--- src/rtl/mem_word_master_if.sv ---
// +----------------------------------------------------------------------+
// | system_widths_pkg / cache_mem_if                                     |
// | System address width and the byte-wide cache memory handshake bus.   |
// | Rev 1.0                                                              |
// +----------------------------------------------------------------------+
`default_nettype none

package system_widths_pkg;
  localparam int ADDR_W = 11;
endpackage

interface cache_mem_if;
  import system_widths_pkg::*;

  logic              mem_req_valid;
  logic              mem_req_ready;
  logic              mem_req_we;
  logic [ADDR_W-1:0] mem_req_addr;
  logic [7:0]        mem_req_write;
  logic              mem_resp_valid;
  logic [7:0]        mem_resp_data;

  modport master (
    output mem_req_valid, mem_req_we, mem_req_addr, mem_req_write,
    input  mem_req_ready, mem_resp_valid, mem_resp_data
  );

  modport slave (
    input  mem_req_valid, mem_req_we, mem_req_addr, mem_req_write,
    output mem_req_ready, mem_resp_valid, mem_resp_data
  );
endinterface

`default_nettype wire

--- src/rtl/mem_word_master.sv ---
// +----------------------------------------------------------------------+
// | mem_word_master                                                      |
// | Splits each CPU word access into sequential byte memory transactions.|
// | Rev 1.0                                                              |
// +----------------------------------------------------------------------+
`default_nettype none

module mem_word_master
  import system_widths_pkg::*;
#(
  parameter  int WORD_BYTES = 2,
  localparam int DATA_W     = 8 * WORD_BYTES
) (
  input  logic              clk,
  input  logic              resetN,
  input  logic              cpu_req_valid,
  output logic              cpu_req_ready,
  input  logic              cpu_req_we,
  input  logic [ADDR_W-1:0] cpu_req_addr,
  input  logic [DATA_W-1:0] cpu_req_wdata,
  output logic              cpu_resp_valid,
  output logic [DATA_W-1:0] cpu_resp_rdata,
  cache_mem_if.master       mem_if
);

  localparam int                 c_IDX_W    = (WORD_BYTES > 1) ? $clog2(WORD_BYTES) : 1;
  localparam logic [c_IDX_W-1:0] c_LAST_IDX = c_IDX_W'(WORD_BYTES - 1);

  typedef enum logic [1:0] {IDLE, REQ, WAIT, DONE} state_t;

  state_t              r_state;
  state_t              w_state_nxt;
  logic                r_we;
  logic [ADDR_W-1:0]   r_addr;
  logic [DATA_W-1:0]   r_wdata;
  logic [DATA_W-1:0]   r_rbuf;
  logic [DATA_W-1:0]   r_rdata;
  logic [c_IDX_W-1:0]  r_idx;
  logic [DATA_W-1:0]   w_rbuf_nxt;
  logic                w_byte_done;

  assign w_byte_done = (r_state == WAIT) && mem_if.mem_resp_valid;

  always_comb begin
    w_state_nxt = r_state;
    case (r_state)
      IDLE: if (cpu_req_valid)            w_state_nxt = REQ;
      REQ:  if (mem_if.mem_req_ready)     w_state_nxt = WAIT;
      WAIT: if (mem_if.mem_resp_valid)    w_state_nxt = (r_idx == c_LAST_IDX) ? DONE : REQ;
      DONE:                               w_state_nxt = IDLE;
      default:                            w_state_nxt = IDLE;
    endcase
  end

  // Load buffer with the current response byte merged into lane r_idx
  always_comb begin
    w_rbuf_nxt = r_rbuf;
    w_rbuf_nxt[{r_idx, 3'b000} +: 8] = mem_if.mem_resp_data;
  end

  always_ff @(posedge clk or negedge resetN) begin
    if (!resetN) begin
      r_state <= IDLE;
      r_we    <= 1'b0;
      r_addr  <= '0;
      r_wdata <= '0;
      r_rbuf  <= '0;
      r_rdata <= '0;
      r_idx   <= '0;
    end else begin
      r_state <= w_state_nxt;
      if ((r_state == IDLE) && cpu_req_valid) begin
        r_we    <= cpu_req_we;
        r_addr  <= cpu_req_addr;
        r_wdata <= cpu_req_we ? cpu_req_wdata : '0;
        r_rbuf  <= '0;
        r_idx   <= '0;
      end else if (w_byte_done) begin
        if (!r_we) r_rbuf <= w_rbuf_nxt;
        if (r_idx == c_LAST_IDX) begin
          r_rdata <= r_we ? '0 : w_rbuf_nxt;
        end else begin
          // Store data shifts down so the next byte always sits in the low lane
          r_wdata <= r_wdata >> 8;
          r_addr  <= r_addr + 1'b1;
          r_idx   <= r_idx + 1'b1;
        end
      end
    end
  end

  assign cpu_req_ready        = (r_state == IDLE);
  assign cpu_resp_valid       = (r_state == DONE);
  assign cpu_resp_rdata       = r_rdata;
  assign mem_if.mem_req_valid = (r_state == REQ);
  assign mem_if.mem_req_we    = r_we;
  assign mem_if.mem_req_addr  = r_addr;
  assign mem_if.mem_req_write = r_wdata[7:0];

endmodule

`default_nettype wire

--- src/flat_wrapper.sv ---
// flat-port wrapper written by rule: the top's interface ports become plain ports
module mem_word_master_flat import system_widths_pkg::*;
#(
  parameter  int WORD_BYTES = 2,
  localparam int DATA_W     = 8 * WORD_BYTES
)
  (clk, resetN, cpu_req_valid, cpu_req_ready, cpu_req_we, cpu_req_addr, cpu_req_wdata, cpu_resp_valid, cpu_resp_rdata, mem_if_mem_req_valid, mem_if_mem_req_we, mem_if_mem_req_addr, mem_if_mem_req_write, mem_if_mem_req_ready, mem_if_mem_resp_valid, mem_if_mem_resp_data);
  cache_mem_if mem_if_i ();
  input  logic clk;
  input  logic resetN;
  input  logic cpu_req_valid;
  output logic cpu_req_ready;
  input  logic cpu_req_we;
  input  logic [ADDR_W-1:0] cpu_req_addr;
  input  logic [DATA_W-1:0] cpu_req_wdata;
  output logic cpu_resp_valid;
  output logic [DATA_W-1:0] cpu_resp_rdata;
  output wire logic [$bits(mem_if_i.mem_req_valid)-1:0] mem_if_mem_req_valid;
  output wire logic [$bits(mem_if_i.mem_req_we)-1:0] mem_if_mem_req_we;
  output wire logic [$bits(mem_if_i.mem_req_addr)-1:0] mem_if_mem_req_addr;
  output wire logic [$bits(mem_if_i.mem_req_write)-1:0] mem_if_mem_req_write;
  input wire logic [$bits(mem_if_i.mem_req_ready)-1:0] mem_if_mem_req_ready;
  input wire logic [$bits(mem_if_i.mem_resp_valid)-1:0] mem_if_mem_resp_valid;
  input wire logic [$bits(mem_if_i.mem_resp_data)-1:0] mem_if_mem_resp_data;
  assign mem_if_mem_req_valid = mem_if_i.mem_req_valid;
  assign mem_if_mem_req_we = mem_if_i.mem_req_we;
  assign mem_if_mem_req_addr = mem_if_i.mem_req_addr;
  assign mem_if_mem_req_write = mem_if_i.mem_req_write;
  assign mem_if_i.mem_req_ready = mem_if_mem_req_ready;
  assign mem_if_i.mem_resp_valid = mem_if_mem_resp_valid;
  assign mem_if_i.mem_resp_data = mem_if_mem_resp_data;
  mem_word_master #(.WORD_BYTES(WORD_BYTES)) u_core (.clk(clk), .resetN(resetN), .cpu_req_valid(cpu_req_valid), .cpu_req_ready(cpu_req_ready), .cpu_req_we(cpu_req_we), .cpu_req_addr(cpu_req_addr), .cpu_req_wdata(cpu_req_wdata), .cpu_resp_valid(cpu_resp_valid), .cpu_resp_rdata(cpu_resp_rdata), .mem_if(mem_if_i));
endmodule
--- config.mk ---
export PLATFORM = sky130hd
export DESIGN_NAME = mem_word_master_flat
export DESIGN_NICKNAME = d
export VERILOG_FILES = /design/src/rtl/mem_word_master_if.sv /design/src/rtl/mem_word_master.sv /design/src/flat_wrapper.sv
export SDC_FILE = /design/constraint.sdc
export NUM_CORES = 1
export LEC_CHECK = 0
export ABC_CLOCK_PERIOD_IN_PS = 2900
export CORE_UTILIZATION = 37
export CTS_BUF_LIST = sky130_fd_sc_hd__clkbuf_4 sky130_fd_sc_hd__clkbuf_8
export CTS_CLUSTER_SIZE = 10
export DETAILED_ROUTE_END_ITERATION = 12
export GPL_TIMING_DRIVEN = 0
export PLACE_DENSITY = 0.63
export SETUP_SLACK_MARGIN = 0.5
export SYNTH_ARGS = -nofsm -noshare
export SYNTH_HDL_FRONTEND = slang
export SYNTH_SLANG_ARGS = --single-unit
--- constraint.sdc ---
create_clock -name clk -period 2.9 [get_ports clk]
set_input_delay 0.58 -clock clk [delete_from_list [all_inputs] [get_ports clk]]
set_output_delay 0.58 -clock clk [all_outputs]
set_load 0.005 [all_outputs]
==> impl_results.rst <==
.. list-table::
   :header-rows: 1

   * - Metric
     - Value
   * - Outcome
     - finished clean
   * - Number of sinks driven by the clock tree
     - 55
   * - GRT met2 Usage
     - 0.274
   * - Maximum buffer depth of the clock tree
     - 2
   * - Via count of the first global-routing pass
     - 2,005
   * - Average vias per placed instance
     - 5.26
   * - Worst Hold Slack
     - 0.224 ns
   * - Peak-usage layer in the global routing report
     - met2
   * - Portion of netlist area occupied by mux cells
     - 0.0364
   * - Most frequent cell after synthesis
     - sky130_fd_sc_hd__dfrtp_1
   * - Cell accounting for the most synthesized area
     - sky130_fd_sc_hd__dfrtp_1
   * - Remaining routing DRC violations
     - 0
   * - Number of clock buffers inserted by TritonCTS
     - 5
   * - Layout filler cell count
     - 591
   * - DRT iter0 DRCs
     - 71
   * - Netlist cell types
     - 38
   * - Layout cell share with drive strength beyond 1
     - 0.100
   * - Post-Route WL
     - 5.93 mm
   * - GR Util All Layers
     - 0.176
   * - Detailed-route wire length per cell
     - 15.8 µm
   * - XOR/XNOR Fraction of Synth Area
     - 0.0248
   * - Synthesized instance count
     - 212
   * - Number of hold violations in the final report
     - 0
   * - Sequential fraction of design power
     - 0.427
   * - Relative slew slack
     - 0.588
   * - GRT met3 Usage
     - 0.0524
   * - Post-Synthesis Mean Instance Area
     - 11.7 µm²
   * - Top cell type's share of synthesized area
     - 0.556
   * - Post-synthesis sequential area ratio
     - 0.556
   * - Clock root buffer
     - sky130_fd_sc_hd__clkbuf_8
   * - Detailed-route via count
     - 1,977
   * - Clock slew seen by the registers of the worst setup and hold paths
     - 0.10 ns
   * - Worst ir drop on vdd
     - 0.000411 V
   * - Fraction of power consumed by combinational cells
     - 0.429
   * - Maximum operating frequency
     - 455 MHz
   * - Most common library cells after synthesis
     - sky130_fd_sc_hd__dfrtp_1, sky130_fd_sc_hd__a22o_1, sky130_fd_sc_hd__o21ai_0
   * - Antenna cells
     - 0
   * - Final-stage net count
     - 340
   * - Synthesized-area fraction occupied by ao, oa, aoi and oai cells
     - 0.187
   * - Switching component of the power
     - 1.01 mW
   * - Async set-reset flop share out of synthesis
     - 1.00
   * - Number of port buffers
     - 78
   * - Total of cells resized after clock tree synthesis
     - 0
   * - Top-Level Pins
     - 80
   * - Share of the cycle needed by the critical path after routing
     - 0.757
   * - Count of maximum capacitance violations
     - 0
   * - Yosys synthesis warning count
     - 0
   * - GRT met1 Usage
     - 0.246
   * - Syn_nets
     - 254
   * - Synthesized-area fraction occupied by and/or/nand/nor cells
     - 0.129
   * - Leakage dissipation
     - 1.52 nW
   * - Die Span X
     - 83.8 µm
   * - Adder and majority gate portion of the synthesized area
     - 0.00506
   * - Crit path kind
     - reg -> out
   * - Number of antenna violations at the first check in global routing
     - 0
   * - Detailed placer's ending HPWL
     - 4.28 mm
   * - Total gr overflow
     - 0
   * - Register bit total from synthesis
     - 55
   * - Required time worst endpoint
     - 2.32 ns
   * - Internal Pwr Total
     - 2.01 mW
   * - Area of the core
     - 6390 µm²
   * - Time the final worst path needs with I/O delays and setup
     - 2.20 ns
   * - Net Sw Frac
     - 0.335
   * - Syn Std Cell Area
     - 2470 µm²
   * - Kind of end point of the critical path
     - primary output
   * - Type of origin of the critical path
     - flip-flop
   * - Synthesis-to-layout area growth
     - 39.9%
   * - Die Ht
     - 83.8 µm
   * - Proportion of power drawn by the clock network
     - 0.144
   * - Post-synth top flop
     - sky130_fd_sc_hd__dfrtp_1
   * - Largest cells by area after synthesis
     - sky130_fd_sc_hd__dfrtp_1, sky130_fd_sc_hd__a22o_1, sky130_fd_sc_hd__mux2i_1, sky130_fd_sc_hd__buf_4, sky130_fd_sc_hd__a32o_1
   * - Final Wtd Congestion
     - 0.773
   * - Crit Path Max Fanout
     - 10
   * - Starting density of the core
     - 0.387
   * - Count of hold-fix buffers inserted at cts
     - 0
   * - Total Negative Setup Slacks
     - 0 ns
   * - Overall die area
     - 7020 µm²
   * - Total of endpoints with negative setup slack in the final report
     - 0
   * - Drt pass-1 iters
     - 4
   * - Post-CTS Setup Inserts
     - 0
   * - Insertion delay to the later sink of the worst-skew pair
     - 0.31 ns
   * - Combinational family with the most area after synthesis
     - compound AO/OA/AOI/OAI gates
   * - H-tree depth
     - 2
   * - Power density of the placed cells
     - 874 nW/µm²
   * - Slew of the pin with the lowest slew margin
     - 0.614 ns
   * - CTS tree
     - built
   * - Wire length of the first global-routing pass
     - 9.87 mm
   * - Number of flops mapped to enable cells by yosys
     - 0
   * - Fin. max-slew vios
     - 0
   * - Site Rows
     - 29
   * - Unrepaired setup endpoints after global routing
     - no
   * - Critical path arrival
     - 1.62 ns
   * - Hold WC Path Type
     - in -> async
   * - Clock Skew
     - 0.0125 ns
   * - Pin count of the biggest net entering global routing
     - 37
   * - Number of nets with antenna violations after detailed routing
     - 0
==> routing by layer <==
layer | part of all wire | vias to the layer above
met1 | 0.48 | 957
met4 | 0.0032 | 0
li1 | - | 950
met5 | 0 | -
met2 | 0.45 | 68
met3 | 0.075 | 2
==> final cells by class <==
class / count / area [µm²] / area share
plain buffers: 21 / 140 / 0.0405
clock inverters: 2 / 17.5 / 0.00506
clock buffers: 6 / 76.3 / 0.0221
multi-input cells: 133 / 946 / 0.273
well taps: 77 / 96.3 / 0.0278
flip-flops and latches: 55 / 1380 / 0.398
inverters: 3 / 11.3 / 0.00325
repair buffers: 79 / 796 / 0.230
==> cell usage in the layout (no fill, tap or decap), types with 2 or more instances in the layout <==
cell,instances
sky130_fd_sc_hd__clkdlybuf4s50_1,77
sky130_fd_sc_hd__dfrtp_1,55
sky130_fd_sc_hd__a22o_1,24
sky130_fd_sc_hd__o21ai_0,16
sky130_fd_sc_hd__nand2_1,14
sky130_fd_sc_hd__buf_4,12
sky130_fd_sc_hd__nand3_1,12
sky130_fd_sc_hd__nor2_1,11
sky130_fd_sc_hd__mux2i_1,9
sky130_fd_sc_hd__a32o_1,8
sky130_fd_sc_hd__clkbuf_1,5
sky130_fd_sc_hd__clkbuf_8,5
sky130_fd_sc_hd__nand4_1,4
sky130_fd_sc_hd__a21oi_1,4
sky130_fd_sc_hd__xor2_1,4
sky130_fd_sc_hd__inv_1,3
sky130_fd_sc_hd__xnor2_1,3
sky130_fd_sc_hd__a311oi_1,3
sky130_fd_sc_hd__buf_6,2
sky130_fd_sc_hd__nor3_2,2
sky130_fd_sc_hd__buf_2,2
sky130_fd_sc_hd__nor4_1,2
sky130_fd_sc_hd__clkinv_4,2
==> critical path: stages, from the launching register on <==
cell and delay [ns]:
sky130_fd_sc_hd__dfrtp_1 0.44, sky130_fd_sc_hd__buf_4 0.19, sky130_fd_sc_hd__inv_1 0.07, sky130_fd_sc_hd__nor2_1 0.10, sky130_fd_sc_hd__clkdlybuf4s50_1 0.51
==> path summary, 6_finish.rpt <==
| check | start | slack, ns | cells after the start | end |
|---|---|---|---|---|
| max | u_core.r_state[1] | 0.70 | 4 | cpu_resp_valid |
| min | resetN | 0.22 | 1 | u_core.r_wdata[15] |
| max reg2reg | u_core.r_state[0] | 1.08 | 5 | u_core.mem_if.mem_req_addr[2] |
| min reg2reg | u_core.r_wdata[14] | 0.50 | 1 | u_core.r_wdata[14] |
| max in group asynchronous | resetN | 2.13 | 2 | u_core.r_rbuf[3] |
| min in group clk | u_core.r_wdata[14] | 0.50 | 1 | u_core.r_wdata[14] |
==> flip-flops by register name (all words and copies together), names as in the netlist <==
register and count:
u_core.cpu_resp_rdata 16, u_core.r_wdata 16, u_core.mem_if.mem_req_addr 11, u_core.r_rbuf 8, u_core.r_state 2, u_core.mem_if.mem_req_we 1, u_core.r_idx 1
==> power groups by stage <==
stage	logic (mW)	clock network [mW]	registers [mW]
detailed placement	1.31	0	1.31
finish	1.30	0.436	1.29
CTS	1.31	0.457	1.29
global placement	1.29	0	1.30
global route	1.43	0.484	1.33
floorplan	0.684	0	1.27
==> per-stage QoR <==
stage	utilization	area, µm²	power (mW)	instances	worst slack, ns
after floorplan	-	2470	1.95	212	1.43
after global placement	0.525	3350	2.59	367	-0.540
after detailed placement	0.527	3370	2.61	368	0.559
after CTS	0.542	3460	3.06	376	0.679
after global routing	0.542	3460	3.24	376	0.625
final	0.542	3460	3.02	376	0.704
==> cell families (layout without fill, tap and decap cells) <==
group / count (synthesis) / count (layout)
xor gates and xnor gates: 7 / 7
buffers and inverters: 24 / 111
adders and majority gates: 1 / 1
and+or+nand+nor: 55 / 55
DFF: 55 / 55
AOI/OAI and AO/OA: 61 / 61
muxes: 9 / 9
No activity file was read; power rests on OpenSTA's default activity.
